### src/rtl/branch_sequencer_if.sv
// branch_sequencer_if: imem fetch (req/ack) and execute issue (valid/ready) handshakes
interface branch_sequencer_if;
    logic       imem_req;
    logic [7:0] imem_addr;
    logic       imem_ack;
    logic [7:0] imem_data;
    logic       exec_valid;
    logic [7:0] exec_instr;
    logic       exec_ready;
    modport master (
        output imem_req, imem_addr, exec_valid, exec_instr,
        input  imem_ack, imem_data, exec_ready
    );
    modport slave (
        input  imem_req, imem_addr, exec_valid, exec_instr,
        output imem_ack, imem_data, exec_ready
    );
endinterface

### src/rtl/branch_sequencer.sv
// branch_sequencer: PC owner, fetch/decode/issue FSM with R3 branch conditions; optional BRANCH_LINK_EN adds a link register
module branch_sequencer #(
    parameter logic [7:0] RESET_PC  = 8'h00,
    parameter logic [1:0] BR_OPCODE = 2'b11
) (
    input  logic               clk,
    input  logic               reset,
    input  logic               i_run,
    input  logic [7:0]         i_r0,
    input  logic [7:0]         i_r3,
    output logic [7:0]         o_pc,
    output logic               o_br_taken,
    output logic [7:0]         o_link,
    branch_sequencer_if.master bus
);
    typedef enum logic [1:0] {S_IDLE, S_FETCH, S_DECODE, S_ISSUE} state_t;
    state_t     r_state;
    state_t     w_next;
    logic [7:0] r_pc;
    logic [7:0] r_ir;
    logic       r_br_taken;
    logic       w_is_br;
    logic       w_neg;
    logic       w_zero;
    logic       w_base;
    logic       w_taken;
    logic       w_br_go;
    logic       w_retire;
    assign w_is_br  = r_ir[7:6] == BR_OPCODE;
    assign w_neg    = i_r3[7];
    assign w_zero   = i_r3 == 8'h00;
    assign w_br_go  = (r_state == S_DECODE) && w_is_br && w_taken;
    assign w_retire = ((r_state == S_DECODE) && w_is_br) || ((r_state == S_ISSUE) && bus.exec_ready);
    // condition table: cond[2] inverts the never/Z/N/N|Z base test
    always_comb begin
        w_base  = ir_bit(1) ? (ir_bit(0) ? (w_neg | w_zero) : w_neg) : (ir_bit(0) ? w_zero : 1'b0);
        w_taken = w_base ^ r_ir[2];
    end
    function automatic logic ir_bit(input int i);
        return r_ir[i];
    endfunction
    // state register
    always_ff @(posedge clk or posedge reset) begin
        if (reset) r_state <= S_IDLE;
        else       r_state <= w_next;
    end
    // next-state logic; a retiring instruction parks in IDLE when run is low
    always_comb begin
        w_next = r_state;
        case (r_state)
            S_IDLE:   w_next = i_run ? S_FETCH : S_IDLE;
            S_FETCH:  w_next = bus.imem_ack ? S_DECODE : S_FETCH;
            S_DECODE: w_next = w_is_br ? (i_run ? S_FETCH : S_IDLE) : S_ISSUE;
            S_ISSUE:  w_next = bus.exec_ready ? (i_run ? S_FETCH : S_IDLE) : S_ISSUE;
            default:  w_next = S_IDLE;
        endcase
    end
    // Moore outputs: request/valid follow the state, address/instruction are registers
    always_comb begin
        bus.imem_req   = r_state == S_FETCH;
        bus.imem_addr  = r_pc;
        bus.exec_valid = r_state == S_ISSUE;
        bus.exec_instr = r_ir;
    end
    // datapath: instruction capture, PC update on retire, taken-branch pulse
    always_ff @(posedge clk or posedge reset) begin
        if (reset) begin
            r_pc       <= RESET_PC;
            r_ir       <= 8'h00;
            r_br_taken <= 1'b0;
        end else begin
            if (r_state == S_FETCH && bus.imem_ack) r_ir <= bus.imem_data;
            if (w_br_go)       r_pc <= i_r0;
            else if (w_retire) r_pc <= r_pc + 8'd1;
            r_br_taken <= w_br_go;
        end
    end
    assign o_pc       = r_pc;
    assign o_br_taken = r_br_taken;
`ifdef BRANCH_LINK_EN
    logic [7:0] r_link;
    // branch-and-link saves the return address only when the branch is taken
    always_ff @(posedge clk or posedge reset) begin
        if (reset)                  r_link <= 8'h00;
        else if (w_br_go && r_ir[5]) r_link <= r_pc + 8'd1;
    end
    assign o_link = r_link;
`else
    assign o_link = 8'h00;
`endif
endmodule

### src/flat_wrapper.sv
// flat-port wrapper written by rule: the top's interface ports become plain ports
module branch_sequencer_flat 
#(
    parameter logic [7:0] RESET_PC  = 8'h00,
    parameter logic [1:0] BR_OPCODE = 2'b11
)
  (clk, reset, i_run, i_r0, i_r3, o_pc, o_br_taken, o_link, bus_imem_req, bus_imem_addr, bus_exec_valid, bus_exec_instr, bus_imem_ack, bus_imem_data, bus_exec_ready);
  branch_sequencer_if bus_i ();
  input  logic clk;
  input  logic reset;
  input  logic i_run;
  input  logic [7:0] i_r0;
  input  logic [7:0] i_r3;
  output logic [7:0] o_pc;
  output logic o_br_taken;
  output logic [7:0] o_link;
  output wire logic [$bits(bus_i.imem_req)-1:0] bus_imem_req;
  output wire logic [$bits(bus_i.imem_addr)-1:0] bus_imem_addr;
  output wire logic [$bits(bus_i.exec_valid)-1:0] bus_exec_valid;
  output wire logic [$bits(bus_i.exec_instr)-1:0] bus_exec_instr;
  input wire logic [$bits(bus_i.imem_ack)-1:0] bus_imem_ack;
  input wire logic [$bits(bus_i.imem_data)-1:0] bus_imem_data;
  input wire logic [$bits(bus_i.exec_ready)-1:0] bus_exec_ready;
  assign bus_imem_req = bus_i.imem_req;
  assign bus_imem_addr = bus_i.imem_addr;
  assign bus_exec_valid = bus_i.exec_valid;
  assign bus_exec_instr = bus_i.exec_instr;
  assign bus_i.imem_ack = bus_imem_ack;
  assign bus_i.imem_data = bus_imem_data;
  assign bus_i.exec_ready = bus_exec_ready;
  branch_sequencer #(.RESET_PC(RESET_PC), .BR_OPCODE(BR_OPCODE)) u_core (.clk(clk), .reset(reset), .i_run(i_run), .i_r0(i_r0), .i_r3(i_r3), .o_pc(o_pc), .o_br_taken(o_br_taken), .o_link(o_link), .bus(bus_i));
endmodule
### config.mk
export PLATFORM = sky130hd
export DESIGN_NAME = branch_sequencer_flat
export DESIGN_NICKNAME = d
export VERILOG_FILES = /design/src/rtl/branch_sequencer_if.sv /design/src/rtl/branch_sequencer.sv /design/src/flat_wrapper.sv
export SDC_FILE = /design/constraint.sdc
export NUM_CORES = 1
export LEC_CHECK = 0
export ABC_AREA = 1
export BUFFER_PORTS_ARGS = -buffer_cell sky130_fd_sc_hd__clkbuf_2
export CAP_MARGIN = 30
export CELL_PAD_IN_SITES_DETAIL_PLACEMENT = 0
export CELL_PAD_IN_SITES_GLOBAL_PLACEMENT = 1
export CORE_ASPECT_RATIO = 0.75
export CORE_MARGIN = 3
export CORE_UTILIZATION = 33
export CTS_CLUSTER_DIAMETER = 100
export DETAILED_ROUTE_END_ITERATION = 10
export MAX_ROUTING_LAYER = met4
export PLACE_DENSITY = 0.81
export SLEW_MARGIN = 20
export SYNTH_ARGS = -nofsm -noshare
export SYNTH_HDL_FRONTEND = slang
export SYNTH_SLANG_ARGS = --single-unit
### constraint.sdc
create_clock -name clk -period 3.2 [get_ports clk]
set_input_delay 0.32 -clock clk [delete_from_list [all_inputs] [get_ports clk]]
set_output_delay 0.32 -clock clk [all_outputs]
set_load 0.01 [all_outputs]
==> results.sh <==
export IMPL_synth_top_family_by_area="simple AND/OR/NAND/NOR gates"
export IMPL_static_leakage_power_uw=0.000821
export IMPL_layout_cells_most_common="clkbuf_2"
export IMPL_cts_hold_buf=0
export IMPL_yosysWarningCount=0
export IMPL_grt_usage=0.132
export IMPL_synth_top_flop_cell="dfrtp_1"
export IMPL_ir_worst_vdd_uv=441
export IMPL_setup_viol_count_final=0
export IMPL_layout_common_cells="clkbuf_2, nand2_1, dfrtp_1, inv_1, nand3_1"
export IMPL_start_kind="flop"
export IMPL_syn_inst=138
export IMPL_first_pass_iters=4
export IMPL_hpwl_um=2180
export IMPL_path_cells="nand2_1 -> inv_1 -> a21oi_2 -> clkinv_2 -> nand3_1 -> nand3_1"
export IMPL_num_io_pins=64
export IMPL_crit_required_ns=3.34
export IMPL_synth_compound_area_frac=0.0342
export IMPL_num_vias=1042
export IMPL_die_x_um=74.8
export IMPL_end_kind="flop"
export IMPL_crit_path_frequent_cell="nand3_1"
export IMPL_slew_limit_headroom=0.502
export IMPL_drive_gt1_frac=0.399
export IMPL_timing_hold_ws_ns=0.163
export IMPL_clock_fmax_ghz=0.628
export IMPL_critPathSlowestCell="dfrtp_1"
export IMPL_min_period_over_period=0.498
export IMPL_drtIter0Drc=23
export IMPL_clock_tree_root_cell="clkbuf_8"
export IMPL_rsz0062_at_grt="false"
export IMPL_regArea_um2=475
export IMPL_rrSetupSlack_ns=1.61
export IMPL_setup_tns_final_ns=0
export IMPL_cp_data_arrival_time_ns=1.73
export IMPL_final_net_count=219
export IMPL_synth_seq_cells=19
export IMPL_antenna_cells=0
export IMPL_slew_violations=0
export IMPL_path_clk_slew_ns=0.08
export IMPL_max_cap_violations=0
export IMPL_synth_area_um2=1170
export IMPL_outcome="finished, final reports clean"
export IMPL_finClkSkew_ns=0.00714
export IMPL_synth_area_leaders="dfrtp_1, nand2_1, buf_4, mux2_2, nand3_1"
export IMPL_synth_simple_area_share=0.282
export IMPL_grt_max_degree=20
export IMPL_core_area_um2=3360
export IMPL_cts_tree="done"
export IMPL_drc=0
export IMPL_fin_util=0.433
export IMPL_placedCellCount=224
export IMPL_grt_pass1_vias=1011
export IMPL_synth_edff_count=0
export IMPL_htree_levels=1
export IMPL_synth_seq_area_share=0.406
export IMPL_nFillCells=342
export IMPL_setup_worst_path_class="reg -> reg"
export IMPL_fp_dieArea_um2=4310
export IMPL_synth_async_reset_ratio=1.00
export IMPL_cp_max_fo=10
export IMPL_yosysUniqueCellTypes=26
export IMPL_antenna_found_initial=0
export IMPL_die_h_um=57.6
export IMPL_postCtsSetupRepairBufs=0
export IMPL_syn_area_per_cell_um2=8.49
export IMPL_area_growth_pct=23.9
export IMPL_start_util=0.349
export IMPL_finalNonFillerCells=228
export IMPL_gp_congestion=0.776
export IMPL_synth_top_cell_area_share=0.406
export IMPL_wl_per_cell_um=11.9
export IMPL_multiInputGateArea_um2=544
export IMPL_antenna_left=0
export IMPL_avgViaCountPerCell=4.57
export IMPL_hp_class="in -> async"
export IMPL_grt_overflow_total=0
export IMPL_worst_pin_slew_ns=0.746
export IMPL_yosys_area_share_adder=0.0107
export IMPL_synth_xor_area_share=0.0449
export IMPL_period_needed_ns=1.59
export IMPL_wirelength_um=2720
export IMPL_portBuffers=55
export IMPL_cts_buffers=3
export IMPL_power_density_nw_per_um2=866
export IMPL_pre_cts_ws_ns=1.61
export IMPL_setup_ws_ns=1.61
export IMPL_fp_row_count=18
export IMPL_synth_area_leader_cell="dfrtp_1"
export IMPL_hold_viol=0
export IMPL_grt_pass1_wl_um=4400
export IMPL_synth_mux_area_frac=0.0673
export IMPL_cpPeakStageDelay_ns=0.45
export IMPL_cts_resized=0
export IMPL_clk_path_buf_depth=2
export IMPL_cts_num_sinks=19
export IMPL_clkLatencyLatePin_ns=0.26
## per-layer routing
layer / vias up / wire (um) / track usage
li1: 523 / - / -
met1: 480 / 1250 / 0.165
met2: 39 / 1280 / 0.219
met3: 0 / 187 / 0.0440
met4: 0 / 0 / 0.00761
met5: - / 0 / -
## worst paths after layout
| path | startpoint | end | cells past startpoint |
|---|---|---|---|
| max in group asynchronous | reset | u_core.bus.imem_addr[1] | 2 |
| min reg2reg | u_core.bus.exec_instr[5] | u_core.bus.exec_instr[5] | 1 |
| min | reset | u_core.bus.exec_instr[2] | 2 |
| min in group clk | i_r0[0] | u_core.bus.imem_addr[0] | 3 |
| max | u_core.r_state[1] | u_core.bus.imem_addr[1] | 6 |
| max reg2reg | u_core.r_state[1] | u_core.bus.imem_addr[1] | 6 |
## power breakdown
group / total, uW / internal [uW] / switching [uW]
sequential: 474 / 350 / 124
combinational: 611 / 262 / 350
clock: 172 / 87.8 / 84.7
total: 1260 / 700 / 558
## area by class of cell
cell class,count,share of cell area
multi-input combinational,95,0.375
sequential,19,0.328
timing repair buffer,55,0.190
inverter,15,0.0397
tap,40,0.0345
clock buffer,3,0.0284
clock inverter,1,0.00517
## metrics by stage
| stage | total power [uW] | instance area (um2) |
|---|---|---|
| after floorplan | 908 | 1200 |
| final | 1260 | 1450 |
| after CTS | 1270 | 1450 |
| after global routing | 1360 | 1450 |
| after global placement | 1070 | 1400 |
| after detailed placement | 1100 | 1400 |
## state kept, by name, summed over array words and instances, names as in the netlist
signal and count:
u_core.r_state 2, u_core.bus.exec_instr 8, u_core.bus.imem_addr 8, u_core.o_br_taken 1
## kinds of logic (layout without fill, tap and decap cells)
group	after synthesis	in the layout
AO/OA/AOI/OAI	6	6
XOR/XNOR	6	6
adder cells (fa/ha/maj)	1	1
buffers and inverters	31	74
flip-flops	19	19
multiplexers	7	7
other	1	8
AND/OR/NAND/NOR	67	67
## synthesized netlist by cell type (all sizes together), types with 2 or more instances
cell / number
a21oi: 2
o21ai: 2
dfrtp: 19
inv: 14
nand3: 14
nand4: 6
mux2: 7
nand2: 35
xor2: 5
nor2: 9
buf: 16
## critical path: cells and delay by family, from the launching register on
family                 cells  cell delay (ns)
AO/OA/AOI/OAI              1             0.41
buffers and inverters      2             0.30
flip-flops                 1             0.45
AND/OR/NAND/NOR            3             0.32
Note: power is estimated with default switching activity, not from simulation.
